==> src/rtl/ui_menu_ctrl_pkg.sv <==
// ui_pkg: UI state and goal codes plus the button geometry shared by the menu controller and the renderer
package ui_pkg;
  typedef enum logic [3:0] {
    TITLE = 4'd0, STAFF = 4'd1, STAGE1 = 4'd2, SUCCESS1 = 4'd3, STAGE2 = 4'd4,
    SUCCESS2 = 4'd5, STAGE3 = 4'd6, SUCCESS3 = 4'd7, FAIL = 4'd8
  } ui_state_e;
  typedef enum logic [1:0] {NONE = 2'd0, FIND_KEY = 2'd1, FIND_LIGHT = 2'd2, FIND_DOOR = 2'd3} todo_e;
  localparam logic [8:0] BTN_X0 = 9'd120;
  localparam logic [8:0] BTN_X1 = 9'd200;
  localparam logic [8:0] STAGE1_Y0 = 9'd120;
  localparam logic [8:0] STAGE1_Y1 = 9'd140;
  localparam logic [8:0] STAGE2_Y0 = 9'd160;
  localparam logic [8:0] STAGE2_Y1 = 9'd180;
  localparam logic [8:0] STAGE3_Y0 = 9'd200;
  localparam logic [8:0] STAGE3_Y1 = 9'd220;
  localparam logic [8:0] NEXT_Y0 = 9'd150;
  localparam logic [8:0] NEXT_Y1 = 9'd170;
  localparam logic [8:0] RETRY_Y0 = 9'd150;
  localparam logic [8:0] RETRY_Y1 = 9'd170;
  localparam logic [8:0] BACK_Y0 = 9'd180;
  localparam logic [8:0] BACK_Y1 = 9'd200;
  localparam int BTN_STAGE1 = 0;
  localparam int BTN_STAGE2 = 1;
  localparam int BTN_STAGE3 = 2;
  localparam int BTN_NEXT = 3;
  localparam int BTN_BACK = 4;
  localparam int BTN_RETRY = 5;
  localparam int BTN_ANY = 6;
  localparam int BTN_W = 7;
  function automatic logic in_rect(input logic [8:0] x, input logic [8:0] y, input logic [8:0] x0,
                                   input logic [8:0] x1, input logic [8:0] y0, input logic [8:0] y1);
    return x >= x0 && x < x1 && y >= y0 && y < y1;
  endfunction
endpackage

==> src/rtl/ui_menu_ctrl_button_hit.sv <==
// ui_button_hit: one-hot hit-test of a logical-coordinate click against the buttons drawn for the current state
module ui_button_hit
  import ui_pkg::*;
(
  input  logic [3:0]       state,
  input  logic [8:0]       lx,
  input  logic [8:0]       ly,
  input  logic [3:1]       play_valid,
  output logic [BTN_W-1:0] btn
);
  logic in_title, in_success, in_fail;
  assign in_title = state == TITLE;
  assign in_success = state inside {SUCCESS1, SUCCESS2, SUCCESS3};
  assign in_fail = state == FAIL;
  assign btn[BTN_STAGE1] = in_title && play_valid[1] && in_rect(lx, ly, BTN_X0, BTN_X1, STAGE1_Y0, STAGE1_Y1);
  assign btn[BTN_STAGE2] = in_title && play_valid[2] && in_rect(lx, ly, BTN_X0, BTN_X1, STAGE2_Y0, STAGE2_Y1);
  assign btn[BTN_STAGE3] = in_title && play_valid[3] && in_rect(lx, ly, BTN_X0, BTN_X1, STAGE3_Y0, STAGE3_Y1);
  assign btn[BTN_NEXT] = in_success && in_rect(lx, ly, BTN_X0, BTN_X1, NEXT_Y0, NEXT_Y1);
  assign btn[BTN_BACK] = (in_success || in_fail) && in_rect(lx, ly, BTN_X0, BTN_X1, BACK_Y0, BACK_Y1);
  assign btn[BTN_RETRY] = in_fail && in_rect(lx, ly, BTN_X0, BTN_X1, RETRY_Y0, RETRY_Y1);
  assign btn[BTN_ANY] = state == STAFF;
endmodule

==> src/rtl/ui_menu_ctrl.sv <==
// ui_menu_ctrl: menu/stage UI state controller; defining STAGE_TIMER_EN adds a per-stage timeout and time_left
module ui_menu_ctrl
  import ui_pkg::*;
#(
  parameter int KEYS_NEEDED = 3,
  parameter int MAX_HEART = 3
`ifdef STAGE_TIMER_EN
  ,
  parameter int CLK_HZ = 100000000,
  parameter int TIME_LIMIT_S = 60
`endif
) (
  input  logic       clk,
  input  logic       rst,
  input  logic [9:0] mouse_x,
  input  logic [9:0] mouse_y,
  input  logic       mouse_click,
  input  logic       key_got,
  input  logic       light_got,
  input  logic       door_reached,
  input  logic       hit,
  output logic [3:0] state,
  output logic [1:0] key_find,
  output logic [1:0] heart,
  output logic [1:0] todo,
  output logic [3:0] play_valid
`ifdef STAGE_TIMER_EN
  ,
  output logic [6:0] time_left
`endif
);
  ui_state_e state_q, state_d, last_stage_q, last_stage_d, click_tgt;
  todo_e todo_q, todo_d;
  logic [1:0] key_find_q, key_find_d, heart_q, heart_d;
  logic [3:0] play_valid_q, play_valid_d;
  logic click_prev_q, click_prev_d, pending_q, pending_d;
  logic [8:0] lx_q, lx_d, ly_q, ly_d;
  logic [BTN_W-1:0] btn;
  logic in_stage, door_ok, timeout;
`ifdef STAGE_TIMER_EN
  localparam int PW = $clog2(CLK_HZ);
  logic [PW-1:0] presc_q, presc_d;
  logic [6:0] time_left_q, time_left_d;
  assign time_left = time_left_q;
`endif
  assign in_stage = state_q inside {STAGE1, STAGE2, STAGE3};
  assign state = state_q;
  assign key_find = key_find_q;
  assign heart = heart_q;
  assign todo = todo_q;
  assign play_valid = play_valid_q;
  ui_button_hit u_hit (
    .state(state_q),
    .lx(lx_q),
    .ly(ly_q),
    .play_valid(play_valid_q[3:1]),
    .btn(btn)
  );
  always_comb begin
    click_tgt = state_q;
    if (btn[BTN_STAGE1]) click_tgt = STAGE1;
    if (btn[BTN_STAGE2]) click_tgt = STAGE2;
    if (btn[BTN_STAGE3]) click_tgt = STAGE3;
    if (btn[BTN_NEXT]) begin
      if (state_q == SUCCESS1) click_tgt = STAGE2;
      else if (state_q == SUCCESS2) click_tgt = STAGE3;
      else click_tgt = STAFF;
    end
    if (btn[BTN_RETRY]) click_tgt = last_stage_q;
    if (btn[BTN_BACK] || btn[BTN_ANY]) click_tgt = TITLE;
  end
  always_comb begin
    state_d = state_q;
    last_stage_d = last_stage_q;
    todo_d = todo_q;
    key_find_d = key_find_q;
    heart_d = heart_q;
    play_valid_d = play_valid_q;
    click_prev_d = mouse_click;
    pending_d = mouse_click && !click_prev_q;
    lx_d = pending_d ? 9'(mouse_x >> 1) : lx_q;
    ly_d = pending_d ? 9'(mouse_y >> 1) : ly_q;
    door_ok = in_stage && door_reached && todo_q == FIND_DOOR;
`ifdef STAGE_TIMER_EN
    presc_d = presc_q;
    time_left_d = time_left_q;
    if (in_stage) begin
      presc_d = presc_q == PW'(CLK_HZ - 1) ? '0 : presc_q + PW'(1);
      if (presc_q == PW'(CLK_HZ - 1) && time_left_q != 7'd0) time_left_d = time_left_q - 7'd1;
    end
    timeout = in_stage && time_left_q == 7'd0;
`else
    timeout = 1'b0;
`endif
    if (in_stage) begin
      if (light_got && todo_q == FIND_LIGHT) todo_d = FIND_KEY;
      if (key_got && todo_q == FIND_KEY) begin
        key_find_d = key_find_q + 2'd1;
        if (key_find_d == 2'(KEYS_NEEDED)) todo_d = FIND_DOOR;
      end
      if (hit && heart_q != 2'd0) heart_d = heart_q - 2'd1;
      if (door_ok) begin
        todo_d = NONE;
        if (state_q == STAGE1) begin
          state_d = SUCCESS1;
          play_valid_d[2] = 1'b1;
        end else if (state_q == STAGE2) begin
          state_d = SUCCESS2;
          play_valid_d[3] = 1'b1;
        end else state_d = SUCCESS3;
      end else if ((hit && heart_d == 2'd0) || timeout) begin
        state_d = FAIL;
        todo_d = NONE;
      end
    end else if (pending_q && click_tgt != state_q) begin
      state_d = click_tgt;
      if (click_tgt inside {STAGE1, STAGE2, STAGE3}) begin
        heart_d = 2'(MAX_HEART);
        key_find_d = 2'd0;
        last_stage_d = click_tgt;
        todo_d = click_tgt == STAGE1 ? FIND_KEY : FIND_LIGHT;
`ifdef STAGE_TIMER_EN
        presc_d = '0;
        time_left_d = 7'(TIME_LIMIT_S);
`endif
      end
    end
  end
  always_ff @(posedge clk) begin
    if (rst) begin
      state_q <= TITLE;
      last_stage_q <= STAGE1;
      todo_q <= NONE;
      key_find_q <= 2'd0;
      heart_q <= 2'(MAX_HEART);
      play_valid_q <= 4'b0010;
      click_prev_q <= 1'b0;
      pending_q <= 1'b0;
      lx_q <= '0;
      ly_q <= '0;
    end else begin
      state_q <= state_d;
      last_stage_q <= last_stage_d;
      todo_q <= todo_d;
      key_find_q <= key_find_d;
      heart_q <= heart_d;
      play_valid_q <= play_valid_d;
      click_prev_q <= click_prev_d;
      pending_q <= pending_d;
      lx_q <= lx_d;
      ly_q <= ly_d;
    end
  end
`ifdef STAGE_TIMER_EN
  always_ff @(posedge clk) begin
    if (rst) begin
      presc_q <= '0;
      time_left_q <= 7'(TIME_LIMIT_S);
    end else begin
      presc_q <= presc_d;
      time_left_q <= time_left_d;
    end
  end
`endif
endmodule

==> config.mk <==
export PLATFORM = sky130hd
export DESIGN_NAME = ui_menu_ctrl
export DESIGN_NICKNAME = d
export VERILOG_FILES = /design/src/rtl/ui_menu_ctrl_pkg.sv /design/src/rtl/ui_menu_ctrl_button_hit.sv /design/src/rtl/ui_menu_ctrl.sv
export SDC_FILE = /design/constraint.sdc
export NUM_CORES = 1
export LEC_CHECK = 0
export ABC_AREA = 1
export CAP_MARGIN = 40
export CORE_MARGIN = 2
export CORE_UTILIZATION = 25
export CTS_BUF_LIST = sky130_fd_sc_hd__clkbuf_2
export CTS_CLUSTER_DIAMETER = 150
export DETAILED_ROUTE_END_ITERATION = 6
export GPL_ROUTABILITY_DRIVEN = 0
export GPL_TIMING_DRIVEN = 0
export PLACE_DENSITY = 0.57
export SLEW_MARGIN = 20
export SYNTH_ARGS = -nofsm -noshare
export SYNTH_HDL_FRONTEND = slang
export SYNTH_SLANG_ARGS = --single-unit
==> constraint.sdc <==
create_clock -name clk -period 2 [get_ports clk]
set_input_delay 0.4 -clock clk [delete_from_list [all_inputs] [get_ports clk]]
set_output_delay 0.4 -clock clk [all_outputs]
set_load 0.01 [all_outputs]
# ---- Word-level counts from Yosys, hierarchy flattened
# Index checks and enable logic that the tools add are counted.
# Widths: inputs -> output; s select.
dict set report classes {
  addsub 2
  n_lt_le_gt_ge 12
  n_eq_ne 18
  n_mux 32
  n_bitwise 2
  n_reduce_logical 44
}
# op count
set op_table {}
lappend op_table {{$lt 9x8->1 const B} 6}
lappend op_table {{$mux 4} 10}
lappend op_table {{$mux 2} 19}
lappend op_table {{$ge 9x8->1 const B} 4}
lappend op_table {{$logic_and 1x1->1} 27}
lappend op_table {{$eq 4x3->1 const B} 6}
lappend op_table {{$ge 9x7->1 const B} 2}
lappend op_table {{$eq 4x2->1 const B} 3}
lappend op_table {{$mux 3} 3}
lappend op_table {{$reduce_and 3->1} 3}
lappend op_table {{$reduce_bool 3->1} 3}
lappend op_table {{$eq 2x2->1 const B} 3}
lappend op_table {{$reduce_bool 2->1} 3}
lappend op_table {{$eq 4x1->1 const B} 1}
lappend op_table {{$eq 4x4->1 const B} 1}
lappend op_table {{$logic_not 4->1} 1}
lappend op_table {{$ne 4x4->1} 1}
lappend op_table {{$reduce_and 2->1} 2}
lappend op_table {{$reduce_and 4->1} 1}
lappend op_table {{$ne 3x1->1 const B} 1}
lappend op_table {{$add 2x1->2 const B} 1}
lappend op_table {{$eq 2x1->1 const B} 1}
lappend op_table {{$logic_not 2->1} 1}
lappend op_table {{$logic_or 1x1->1} 2}
lappend op_table {{4 further kinds} 5}
dict set report word_totals {
  register_bits 36
  inputBits 27
}

# ---- Logic depth before layout (Yosys ltp)
# Gate-level depths: netlist (run 1).
dict set report logic_depth {
  ltp_word 16
  depth_mapped 21
  ltp_nobuf 21
}

# ---- Modules after synthesis
# From an unflattened synthesis (run 1), not the netlist that was laid out.
dict set report unflattened {
  hier_cells 357
  area_unflattened_um2 2279.7
}
# mod instances cells_per_inst area_per_inst_um2 seq_area_each_um2
set by_module_without_submodules {}
lappend by_module_without_submodules {ui_menu_ctrl 1 282 1945.6 720.7}
lappend by_module_without_submodules {ui_button_hit 1 75 334.1 0.0}

# ---- Worst setup path after synthesis (run 1)
# OpenSTA, ideal clock, no wires.
dict set report synth_timing {
  path_kind {register -> register}
  from {register state_q[0] (netlist: state[0])}
  to {register state_q[0] (netlist: state[0])}
  t_arrival_ps 1886
  required_time_ps 1885
  slack_ps -1
  stages_incl_launch_ff 17
  period_less_slack_ps 2001
  cell_sequence {dfxtp_1 > buf_2 > nor2_1 > nand3_1 > nand3_1 > nand2_1 > inv_2 > a21oi_4 > nand2_1 > inv_2 > nand3_1 > a21oi_2 > nand3_4 > nand2_1 > nand2_2 > a21oi_1 > nor2_1}
}
dict set report synth_between {
  elab_chain_len 12
  word_cells_on_any_way 40
  classes_between {eq/ne (10); mux (12); reduce/logical (18)}
}
# element line_no
set synth_lines {}
lappend synth_lines {{start: declaration} ui_menu_ctrl.sv:32} ;# ui_state_e state_q, state_d, last_stage_q, last_stage_d, click_tgt;
lappend synth_lines {{start signal: assignment} ui_menu_ctrl.sv:142} ;# state_q <= state_d;
lappend synth_lines {{$logic_not 4->1} ui_menu_ctrl_button_hit.sv:12} ;# assign in_title = state == TITLE;
lappend synth_lines {{$logic_and 1x1->1 (on tied branches)} {ui_menu_ctrl_button_hit.sv:15, ui_menu_ctrl_button_hit.sv:16}}
lappend synth_lines {{$mux 4 / $logic_and 1x1->1 (equally long branches)} {ui_menu_ctrl.sv:61, ui_menu_ctrl_button_hit.sv:16}}
lappend synth_lines {{$mux 4} ui_menu_ctrl.sv:62} ;# if (btn[BTN_STAGE2]) click_tgt = STAGE2;
lappend synth_lines {{$mux 4} ui_menu_ctrl.sv:63} ;# if (btn[BTN_STAGE3]) click_tgt = STAGE3;
lappend synth_lines {{$mux 4} ui_menu_ctrl.sv:64} ;# if (btn[BTN_NEXT]) begin
lappend synth_lines {{$mux 4} ui_menu_ctrl.sv:69} ;# if (btn[BTN_RETRY]) click_tgt = last_stage_q;
lappend synth_lines {{$mux 4} ui_menu_ctrl.sv:70} ;# if (btn[BTN_BACK] || btn[BTN_ANY]) click_tgt = TITLE;
lappend synth_lines {{$ne 4x4->1} ui_menu_ctrl.sv:115} ;# end else if (pending_q && click_tgt != state_q) begin
lappend synth_lines {{$logic_and 1x1->1} ui_menu_ctrl.sv:115}
lappend synth_lines {{$reduce_bool 2->1 (no source line)} --}
lappend synth_lines {{$reduce_and 2->1 (no source line)} --}
# Parallel ways exist; a longest one is shown, timed or not. The select of a mux whose other input is x is not followed.
# A chain may end at the register's enable or synchronous reset.

# ---- Final worst setup path (run 1)
dict set report layout_timing {
  from {register lx_q[4]}
  to {register state_q[0] (netlist: state[0])}
}
dict set report layout_between {
  elab_chain_len 15
  word_cells_on_any_way 32
  classes_between {order compare (2); eq/ne (1); mux (8); reduce/logical (21)}
}
# element line_no
set layout_lines {}
lappend layout_lines {{start: declaration} ui_menu_ctrl.sv:37} ;# logic [8:0] lx_q, lx_d, ly_q, ly_d;
lappend layout_lines {{start signal: assignment} ui_menu_ctrl.sv:150} ;# lx_q <= lx_d;
lappend layout_lines {{$ge 9x7->1 / $lt 9x8->1 (equally long branches)} ui_menu_ctrl_pkg.sv:32} ;# return x >= x0 && x < x1 && y >= y0 && y < y1;
lappend layout_lines {{$logic_and 1x1->1 (*)} ui_menu_ctrl_pkg.sv:32}
lappend layout_lines {{$logic_and 1x1->1 (2 in a row)} ui_menu_ctrl_pkg.sv:32}
lappend layout_lines {{$logic_and 1x1->1} ui_menu_ctrl_button_hit.sv:15} ;# assign btn[BTN_STAGE1] = in_title && play_valid[1] && in_rect(lx, ly, BTN_X0, BTN_X1, STAGE1_Y0, STAGE1_Y1);
lappend layout_lines {{$mux 4} ui_menu_ctrl.sv:61} ;# if (btn[BTN_STAGE1]) click_tgt = STAGE1;
lappend layout_lines {{$mux 4} ui_menu_ctrl.sv:62}
lappend layout_lines {{$mux 4} ui_menu_ctrl.sv:63}
lappend layout_lines {{$mux 4} ui_menu_ctrl.sv:64}
lappend layout_lines {{$mux 4} ui_menu_ctrl.sv:69}
lappend layout_lines {{$mux 4 (*)} ui_menu_ctrl.sv:70}
lappend layout_lines {{$ne 4x4->1} ui_menu_ctrl.sv:115}
lappend layout_lines {{$logic_and 1x1->1} ui_menu_ctrl.sv:115}
lappend layout_lines {{$reduce_bool 2->1 (no source line)} --}
lappend layout_lines {{$reduce_and 2->1 (no source line)} --}
# Every way passes the cells marked *; elsewhere a longest branch is shown, timed or not. The select of a mux whose other input is x is not followed.

==> flow_summary.json, run 1 <==
{
  "cp_cell_sequence": "nor2_2 -> nand2_1 -> nand2_2 -> buf_12 -> nand3_4 -> nor2_8 -> nand3_4 -> or2_4 -> a21oi_2 -> a21oi_2 -> nand3_4 -> nand2_4 -> nand2_8 -> nand3_2 -> nand2_1 -> nor2_1",
  "pin_count": 41,
  "synth_sequential_area_ratio_pct": 30.4,
  "die_width_um": 95.8,
  "timing_worst_slew_pin_value_ns": 0.679,
  "cts_root_buffer": "clkbuf_2",
  "critical_path.endpoint_type": "flip-flop",
  "detailedPlacementHpwl_mm": 4.01,
  "cp_data_arrival_time_ns": 2.52,
  "synth_area_per_cell_um2": 6.53,
  "synth_top_family_by_area": "simple AND/OR/NAND/NOR gates",
  "hold_viol": 0,
  "result_of_the_run": "finished with violations",
  "grt_pass1_vias": 2129,
  "p_total_w": 0.00279,
  "fmax_ghz": 0.450,
  "clock_transition_at_path_regs_ns": 0.18,
  "worstPathMaxFanout": 8,
  "holdCritPathClass": "reg -> reg",
  "placement_rows": 33,
  "synth.lib_cells_used.distinct": 37,
  "synthDominantCellAreaShare_pct": 30.4,
  "synth_mux_area_share_pct": 0,
  "post-synth-top-area-cell": "dfxtp_1",
  "synth_adder_area_share_pct": 1.19,
  "timing.critical_path.slowest_stage_cell": "dfxtp_2",
  "most_prevalent_standard_cell_on_the_critical_path": "nand3_4",
  "power.share.combinational_pct": 52.7,
  "tritoncts": "yes",
  "critPathLaunchType": "flip-flop",
  "globalRoute.totalOverflow": 0,
  "port_buffers": 32,
  "fin_worst_hold_slack_ns": 0.463,
  "crit_type": "reg -> reg",
  "placedCellCount": 460,
  "cellInternalPower_w": 0.00159,
  "post_drt_wl_per_cell_um": 12.0,
  "max-cap-violations": 0,
  "route.detailed.drc": 0,
  "antenna_left": 0,
  "net_count_after_synthesis": 352,
  "diodes": 0,
  "dr.pass1.iters": 5,
  "fin_nets": 409,
  "setup_viol": 14,
  "finalClockSkew_ns": 0.00721,
  "failed_checks": "setup timing",
  "most-common-layout-cells": "nand2_1 (46), nor2_1 (37), inv_1 (36)",
  "mappedNetlistArea_mm2": 0.00211,
  "synth_area_leaders": "dfxtp_1 (30%), nand2_1 (11%), nor2_1 (8.4%)",
  "simple_gate_fraction_of_synth_area_pct": 38.9,
  "max-vdd-ir-drop_v": 0.000347,
  "ys_seq_elements": 32,
  "grt_setup_unrepaired": "true",
  "wl_mm": 5.82,
  "synthesis.yosys.warnings": 0,
  "post_cts_hold_buffer_count": 0,
  "p_seq_share_pct": 31.2,
  "layout_min_cycle_time_ns": 2.22,
  "timing.final.max_slew_violations": 0,
  "leakagePower_nw": 1.34,
  "finalWorstSetupSlack_ns": -0.223,
  "clock-sinks": 32,
  "crit_path_max_incr_delay_ns": 0.37,
  "fin_setup_tns_ns": -2.35,
  "grt_antenna_before_repair": 0,
  "finalNonFillerCells": 486,
  "post_synth_xor_xnor_area_pct": 0.415,
  "power.switching_w": 0.00120,
  "ctsHtreeMaxLevel": 2,
  "detailedRoute.firstIterationViolations": 95,
  "clk-insertion-delay-late_ns": 0.38,
  "area_growth_pct": 47.9,
  "clock_tree.buffer_depth": 2,
  "post-route-util_pct": 38.1,
  "post_drt_via_cell_ratio": 4.62,
  "die-height_um": 95.8,
  "cts_buffers": 5,
  "track_usage_pct": 13.0,
  "detailroute.via_count": 2245,
  "core_area_mm2": 0.00818,
  "area_fraction_in_compound_gates_after_synthesis_pct": 17.2,
  "floorplan.die_area_mm2": 0.00918,
  "initial_utilization_pct": 25.8,
  "synthCells": 323,
  "final_common_cell": "nand2_1",
  "power.share.clock_pct": 16.1,
  "max-slew-margin-rel_pct": 54.6,
  "required_time_worst_endpoint_ns": 2.30,
  "grt_max_degree": 12,
  "swShare_pct": 43.1,
  "post_route_cells_drive_above_1_share_pct": 35.7,
  "p_per_area_mw_per_mm2": 896,
  "fin_crit_sh_pct": 111,
  "grt_pass1_wl_mm": 9.45
}
==> cell type report <==
| cell class | count | area (um^2) |
|---|---|---|
| tap | 105 | 131 |
| clock buffer | 5 | 25.0 |
| clock inverter | 3 | 37.5 |
| sequential | 32 | 672 |
| buffer | 10 | 63.8 |
| inverter | 48 | 186 |
| multi-input combinational | 232 | 1490 |
| timing repair buffer | 51 | 508 |
| fill | 837 | 5060 |
==> power by group through the flow <==
stage / clock [W] / combinational [W] / sequential [W]
global route: 0.000477 / 0.00161 / 0.000886
global placement: 0 / 0.00113 / 0.000841
detailed placement: 0 / 0.00114 / 0.000844
finish: 0.000450 / 0.00147 / 0.000871
floorplan: 0 / 0.000793 / 0.000855
CTS: 0.000456 / 0.00137 / 0.000866
==> logic make-up (layout without fill, tap and decap cells) <==
group	after synthesis	in the layout
DFF	32	32
buffers and inverters	59	117
AOI/OAI and AO/OA	60	60
other	2	2
xor gates and xnor gates	1	1
adders and majority gates	2	2
and+or+nand+nor	167	167
==> stage by stage <==
step	instance area (um^2)	setup slack, ns
6_report	3120	-0.223
5_1_grt	3120	-0.365
4_1_cts	3010	-0.143
3_5_place_dp	2560	-0.246
3_3_place_gp	2560	-0.267
2_1_floorplan	2110	0.0149
==> per-layer routing <==
| layer | routed length (um) | global-route usage [%] | vias to the layer above |
|---|---|---|---|
| met3 | 203 | 2.11 | 15 |
| li1 | - | - | 1149 |
| met2 | 2930 | 23.0 | 52 |
| met4 | 150 | 5.12 | 0 |
| met1 | 2530 | 15.6 | 1029 |
| met5 | 0 | 0 | - |
==> cell usage after synthesis <==
| master | instances |
|---|---|
| clkbuf_4 | 1 |
| conb_1 | 2 |
| nand3_2 | 4 |
| nand4_1 | 6 |
| ha_1 | 2 |
| clkbuf_1 | 5 |
| nand2_4 | 2 |
| nand3_1 | 24 |
| inv_1 | 37 |
| nand2_2 | 8 |
| buf_2 | 2 |
| or2_2 | 1 |
| nand3_4 | 3 |
| xor2_1 | 1 |
| o211ai_2 | 2 |
| o21ai_2 | 1 |
| o211ai_1 | 1 |
| nor3_1 | 4 |
| buf_4 | 2 |
| nor2_8 | 1 |
| dfxtp_1 | 32 |
| nor2_4 | 1 |
| inv_2 | 10 |
| o21ai_1 | 3 |
| a21oi_2 | 3 |
| nand2_1 | 60 |
| nor2_2 | 4 |
| o2111ai_1 | 1 |
| a21oi_1 | 27 |
| or2_1 | 1 |
| nand3b_1 | 1 |
| a21oi_4 | 2 |
| buf_6 | 1 |
| nor2_1 | 47 |
| o22ai_1 | 3 |
| clkinv_1 | 1 |
| o21ai_0 | 17 |
==> registers in the layout (all words and copies together) (netlist names) <==
register,flops
todo,2
ly_q,8
click_prev_q,1
play_valid,2
key_find,2
pending_q,1
heart,2
lx_q,6
state,4
last_stage_q,4
==> critical path, delay by kind of cell (launching register included) <==
family	cells	cell delay, ns
AOI/OAI and AO/OA	2	0.21
buffers and inverters	1	0.11
DFF	1	0.37
and+or+nand+nor	13	1.47
==> path summary, 6_finish.rpt <==
check                  start         endpoint  slack (ns)  cells past startpoint
max                  lx_q[4]         state[0]       -0.22                     16
min          last_stage_q[0]  last_stage_q[0]        0.46                      2
max reg2reg          lx_q[4]         state[0]       -0.22                     16
min reg2reg  last_stage_q[0]  last_stage_q[0]        0.46                      2
==> timing repair <==
action	4_1_cts	5_1_grt
pin swaps	35	21
setup endpoints to repair	14	14
setup buffers	16	2
cloned	1	0
resized for setup	75	19
No activity file was read; power rests on OpenSTA's default activity.
==> inputs of run 2 (changes only) <==
CTS_BUF_LIST = sky130_fd_sc_hd__clkbuf_4 sky130_fd_sc_hd__clkbuf_8   (was sky130_fd_sc_hd__clkbuf_2)
==> run 2 against run 1 <==
The flow still finishes with violations (setup timing). Clock power up 53%. Core utilization up 1.1 points. Setup slack worse by 0.027 ns. Power up 10%. Sequential power down 1%. First-iteration DRC count up 33%. Design area up 2.9%. Clock-buffer cell count up 2. Register-to-register slack worse by 0.03 ns. Sequential share of layout area down 0.77 points. Final cell count down 0.21%. Critical path type unchanged.
==> flow_summary.json, run 2 (synthesized netlist as in run 1, its figures left out) <==
{
  "result_of_the_run": "finished with violations",
  "failed_checks": "setup timing",
  "wl_mm": 5.95,
  "worstPathMaxFanout": 8,
  "critPathLaunchType": "flip-flop",
  "max-slew-margin-rel_pct": 55.9,
  "timing.critical_path.slowest_stage_cell": "dfxtp_4",
  "post_drt_via_cell_ratio": 4.63,
  "grt_setup_unrepaired": "true",
  "worst_setup_ep": "state[0]",
  "route.detailed.drc": 0,
  "ctsHtreeMaxLevel": 2,
  "core_area_mm2": 0.00818,
  "cp_data_arrival_time_ns": 2.43,
  "cp_cell_sequence": "nand2_4 -> nand2_2 -> nand2_2 -> nor2_4 -> nor2_4 -> nor2_8 -> buf_12 -> nand3_4 -> or2_4 -> a21oi_2 -> a21oi_2 -> nand3_4 -> nand2_4 -> nand2_8 -> nand3_2 -> nand2_1 -> nor2_1",
  "post-route-util_pct": 39.3,
  "cts_root_buffer": "clkbuf_8",
  "sequential_cell_area_um2": 667,
  "timing.rr.start": "ly_q[4]",
  "setup_viol": 14,
  "required_time_worst_endpoint_ns": 2.18,
  "fmax_ghz": 0.444,
  "p_per_area_mw_per_mm2": 957,
  "detailedRoute.firstIterationViolations": 126,
  "most-common-layout-cells": "nand2_1 (45), nor2_1 (37), inv_1 (35)",
  "clock_transition_at_path_regs_ns": 0.07,
  "grt_antenna_before_repair": 0,
  "reg_top3": "ly_q x8, lx_q x6",
  "pin_count": 41,
  "timing.rr.end": "state[0]",
  "initial_utilization_pct": 25.8,
  "place_area_mm2": 0.00256,
  "grt_max_degree": 11,
  "timing.reg2reg.setup_slack_ns": -0.25,
  "post_route_cells_drive_above_1_share_pct": 36.3,
  "tritoncts": "yes",
  "leakagePower_nw": 1.37,
  "layout_min_cycle_time_ns": 2.25,
  "dr.pass1.iters": 4,
  "fin_nets": 408,
  "placement_rows": 33,
  "finalNonFillerCells": 485,
  "cts_buffers": 5,
  "area_growth_pct": 52.2,
  "clock_tree.buffer_depth": 2,
  "max-cap-violations": 0,
  "crit_buf_inv": 1,
  "critical_path.startpoint": "ly_q[4]",
  "track_usage_pct": 13.2,
  "detailroute.via_count": 2245,
  "crit_type": "reg -> reg",
  "timing.final.max_slew_violations": 0,
  "largest_register_ffs": 8,
  "antenna_left": 0,
  "clock-sinks": 32,
  "fin_crit_sh_pct": 113,
  "grt_pass1_vias": 2182,
  "timing_worst_slew_pin_value_ns": 0.660,
  "port_buffers": 32,
  "final_common_cell": "nand2_1",
  "final_cell_area_mm2": 0.00321,
  "floorplan.die_area_mm2": 0.00918,
  "detailedPlacementHpwl_mm": 4.01,
  "holdCritPathClass": "reg -> reg",
  "clk-insertion-delay-late_ns": 0.28,
  "top_register": "ly_q",
  "finalWorstSetupSlack_ns": -0.250,
  "grt_pass1_wl_mm": 9.55,
  "area_of_the_multi_input_gates_mm2": 0.00151,
  "max-vdd-ir-drop_v": 0.000407,
  "diodes": 0,
  "n_fill_cell": 822,
  "fin_setup_tns_ns": -3.00,
  "critical_path.endpoint_type": "flip-flop",
  "die-height_um": 95.8,
  "die_width_um": 95.8,
  "crit_path_max_incr_delay_ns": 0.42,
  "logic_depth_of_the_worst_register_to_register_path": 17,
  "placedCellCount": 460,
  "critPathTopFamily": "simple AND/OR/NAND/NOR gates",
  "post_drt_wl_per_cell_um": 12.3,
  "hold_viol": 0,
  "finalClockSkew_ns": 0.00470,
  "post_cts_hold_buffer_count": 0,
  "timing.critical_path.depth": 17,
  "globalRoute.totalOverflow": 0
}
run 2: cell count changes in the layout (fill, tap and decap cells not counted), sizes merged:
cell    delta
buf        -1
clkinv     -2
clkbuf     +2
run 2: report_power, final:
group | total (W) | switching [W] | internal [W]
Sequential | 0.000858 | 0.000118 | 0.000739
Clock | 0.000688 | 0.000249 | 0.000440
Combinational | 0.00153 | 0.000845 | 0.000680
run 2: tightest hold or removal path: cells and delay by family (launching register included):
family	cells	cell delay [ns]
and+or+nand+nor	1	0.07
DFF	1	0.31
buffers and inverters	1	0.03
run 2: stage by stage:
stage	hold slack, ns	worst slack (ns)	power (W)
floorplan	0.428	0.0149	0.00165
global placement	0.442	-0.267	0.00197
detailed placement	0.446	-0.246	0.00199
CTS	0.458	-0.141	0.00296
global route	0.485	-0.423	0.00328
finish	0.455	-0.250	0.00307
run 2: what timing repair did:
action,4_1_cts,5_1_grt
pin swaps,38,17
gates cloned,1,0
gates resized for setup,75,21
endpoints found under the setup margin,14,14
setup buffers,12,4
run 2: layout make-up:
cell class | count | area share, %
Inverter | 48 | 5.73
Clock buffer | 7 | 3.00
Timing Repair Buffer | 49 | 16.1
Clock inverter | 1 | 0.936
Tap cell | 105 | 4.09
Sequential cell | 32 | 20.8
Multi-Input combinational cell | 232 | 47.0
Buffer | 11 | 2.34
run 2: worst min-delay path by stage:
stage	startpoint	to	slack, ns	cells past startpoint
floorplan	last_stage_q[3]	last_stage_q[3]	0.43	2
global placement	last_stage_q[3]	last_stage_q[3]	0.44	2
detailed placement	last_stage_q[0]	last_stage_q[0]	0.45	2
CTS	last_stage_q[0]	last_stage_q[0]	0.46	2
global route	last_stage_q[0]	last_stage_q[0]	0.48	2
finish	last_stage_q[0]	last_stage_q[0]	0.46	2
run 2: routing by layer:
layer	vias up	part of all wire [%]	global-route usage, %
met5	-	0	0
met4	0	2.7	5.71
met3	15	2.9	2.04
met2	41	50	23.5
met1	1039	44	15.6
li1	1150	-	-
==> inputs of run 3 (changes only) <==
==> constraint.sdc (replaced) <==
create_clock -name clk -period 2 [get_ports clk]
set_input_delay 0.4 -clock clk [delete_from_list [all_inputs] [get_ports clk]]
set_output_delay 0.4 -clock clk [all_outputs]
set_load 0.02 [all_outputs]
==> run 3 against run 2 <==
Clock skew grew 0.0060 ns. Via count shrank 0.27%. Register-to-register slack gained 0.06 ns. The run still ends with setup timing left. Setup slack gained 0.057 ns. Combinational power is essentially flat. Final cell count is the same. First-iteration DRC count shrank 0.79%.
==> flow_summary.json, run 3 (synthesized netlist as in run 1, its figures left out) <==
{
  "clk-insertion-delay-late_ns": 0.29,
  "cellInternalPower_w": 0.00176,
  "post_cts_hold_buffer_count": 0,
  "fin_crit_sh_pct": 110,
  "critical_path.endpoint_type": "flip-flop",
  "largest_register_ffs": 8,
  "placement_rows": 33,
  "grt_max_degree": 12,
  "final_common_cell": "nand2_1",
  "die-height_um": 95.8,
  "port_buffers": 32,
  "grt_antenna_before_repair": 0,
  "route.detailed.drc": 0,
  "max-slew-margin-rel_pct": 57.7,
  "placedCellCount": 460,
  "timing.final.max_slew_violations": 0,
  "hold_viol": 0,
  "core_area_mm2": 0.00818,
  "finalNonFillerCells": 485,
  "final_cell_area_mm2": 0.00322,
  "globalRoute.totalOverflow": 0,
  "setup_viol": 14,
  "detailroute.via_count": 2239,
  "ctsHtreeMaxLevel": 2,
  "finalClockSkew_ns": 0.0107,
  "floorplan.die_area_mm2": 0.00918,
  "worstPathMaxFanout": 6,
  "swShare_pct": 42.0,
  "timing_worst_slew_pin_value_ns": 0.632,
  "die_width_um": 95.8,
  "required_time_worst_endpoint_ns": 2.19,
  "clock_tree.buffer_depth": 2,
  "tritoncts": "yes",
  "grt_setup_unrepaired": "true",
  "clock_transition_at_path_regs_ns": 0.08,
  "post_route_cells_drive_above_1_share_pct": 37.9,
  "track_usage_pct": 12.5,
  "critPathLaunchType": "flip-flop",
  "power.switching_w": 0.00128,
  "max-vdd-ir-drop_v": 0.000393,
  "clock-sinks": 32,
  "diodes": 0,
  "crit_type": "reg -> reg",
  "reg_top3": "ly_q x8, lx_q x6",
  "result_of_the_run": "finished with violations",
  "finalWorstSetupSlack_ns": -0.193,
  "power.share.clock_pct": 20.6,
  "cts_root_buffer": "clkbuf_8",
  "cts_buffers": 5,
  "leakagePower_nw": 1.36,
  "pin_count": 41,
  "fmax_ghz": 0.456,
  "grt_pass1_wl_mm": 9.20,
  "max-cap-violations": 0,
  "dr.pass1.iters": 4,
  "fin_nets": 408,
  "top_register": "ly_q",
  "most-common-layout-cells": "nand2_1 (39), nor2_1 (38), inv_1 (35)",
  "detailedRoute.firstIterationViolations": 125,
  "failed_checks": "setup timing",
  "p_seq_share_pct": 29.5,
  "post_drt_wl_per_cell_um": 11.9,
  "n_fill_cell": 840,
  "place_area_mm2": 0.00257,
  "power.share.combinational_pct": 49.9,
  "holdCritPathClass": "reg -> reg",
  "post_drt_via_cell_ratio": 4.62,
  "antenna_left": 0,
  "wl_mm": 5.78,
  "initial_utilization_pct": 25.8,
  "area_growth_pct": 52.7,
  "detailedPlacementHpwl_mm": 3.97,
  "p_per_area_mw_per_mm2": 944,
  "grt_pass1_vias": 2087,
  "cp_data_arrival_time_ns": 2.38,
  "layout_min_cycle_time_ns": 2.19
}
==> run 3: cell count changes in the layout (fill, tap and decap cells not counted), sizes merged <==
cell / delta
clkbuf: -2
clkinv: +1
clkinvlp: +1
==> run 3: final timing paths <==
kind / start / end / slack [ns] / cells past startpoint
worst max register to register: ly_q[4] / key_find[0] / -0.19 / 15
worst max-delay path: ly_q[4] / key_find[0] / -0.19 / 15
worst min-delay path: last_stage_q[0] / last_stage_q[0] / 0.46 / 2
worst min register to register: last_stage_q[0] / last_stage_q[0] / 0.46 / 2
==> run 3: critical path, cell delays in order (launching register included) <==
cell     delay [ns]
dfxtp_4        0.42
nand2_4        0.09
nand2_2        0.08
nand2_2        0.07
nor2_4         0.10
nor2_4         0.05
nor2_8         0.12
nand3_4        0.12
or2_4          0.28
nand3_4        0.08
nand2_4        0.06
a21oi_4        0.15
nand3_4        0.15
buf_8          0.17
a21oi_2        0.10
nor2_1         0.05
==> run 3: power groups by stage <==
stage / clock (W) / combinational, W / sequential, W
floorplan: 0 / 0.000798 / 0.000910
global placement: 0 / 0.00119 / 0.000846
detailed placement: 0 / 0.00120 / 0.000847
CTS: 0.000642 / 0.00136 / 0.000842
global route: 0.000666 / 0.00166 / 0.000915
finish: 0.000627 / 0.00152 / 0.000896
==> run 3: timing repair <==
action | CTS | global route
gates cloned | 1 | 0
pin swaps | 22 | 40
setup endpoints to repair | 14 | 14
gates resized for setup | 46 | 62
endpoints found under the hold margin | 0 | 0
setup buffers | 11 | 7
==> run 3: metal layers <==
layer | vias up | share of wire [%] | wire [um] | global-route usage (%)
li1 | 1148 | - | - | -
met3 | 18 | 2.6 | 153 | 1.64
met4 | 0 | 2.7 | 158 | 5.36
met2 | 44 | 50 | 2910 | 22.3
met5 | - | 0 | 0 | 0
met1 | 1029 | 44 | 2550 | 15.0
==> run 3: metrics by stage <==
stage / setup slack, ns / total power (W) / TNS, ns / hold WS, ns / utilization, %
floorplan: 0.0290 / 0.00171 / 0 / 0.428 / -
global placement: -0.240 / 0.00204 / -2.75 / 0.445 / 31.4
detailed placement: -0.241 / 0.00204 / -2.80 / 0.445 / 31.4
CTS: -0.157 / 0.00285 / -1.74 / 0.458 / 35.9
global route: -0.332 / 0.00324 / -3.97 / 0.497 / 39.4
finish: -0.193 / 0.00304 / -1.95 / 0.455 / 39.4
==> run 3: cell type report <==
cell class / instances / area [um^2] / area share [%]
Multi-Input combinational cell: 232 / 1550 / 48.1
Sequential cell: 32 / 681 / 21.1
Timing Repair Buffer: 51 / 503 / 15.6
Inverter: 48 / 189 / 5.87
Tap cell: 105 / 131 / 4.08
Clock buffer: 5 / 68.8 / 2.14
Buffer: 9 / 56.3 / 1.75
Clock inverter: 3 / 42.5 / 1.32
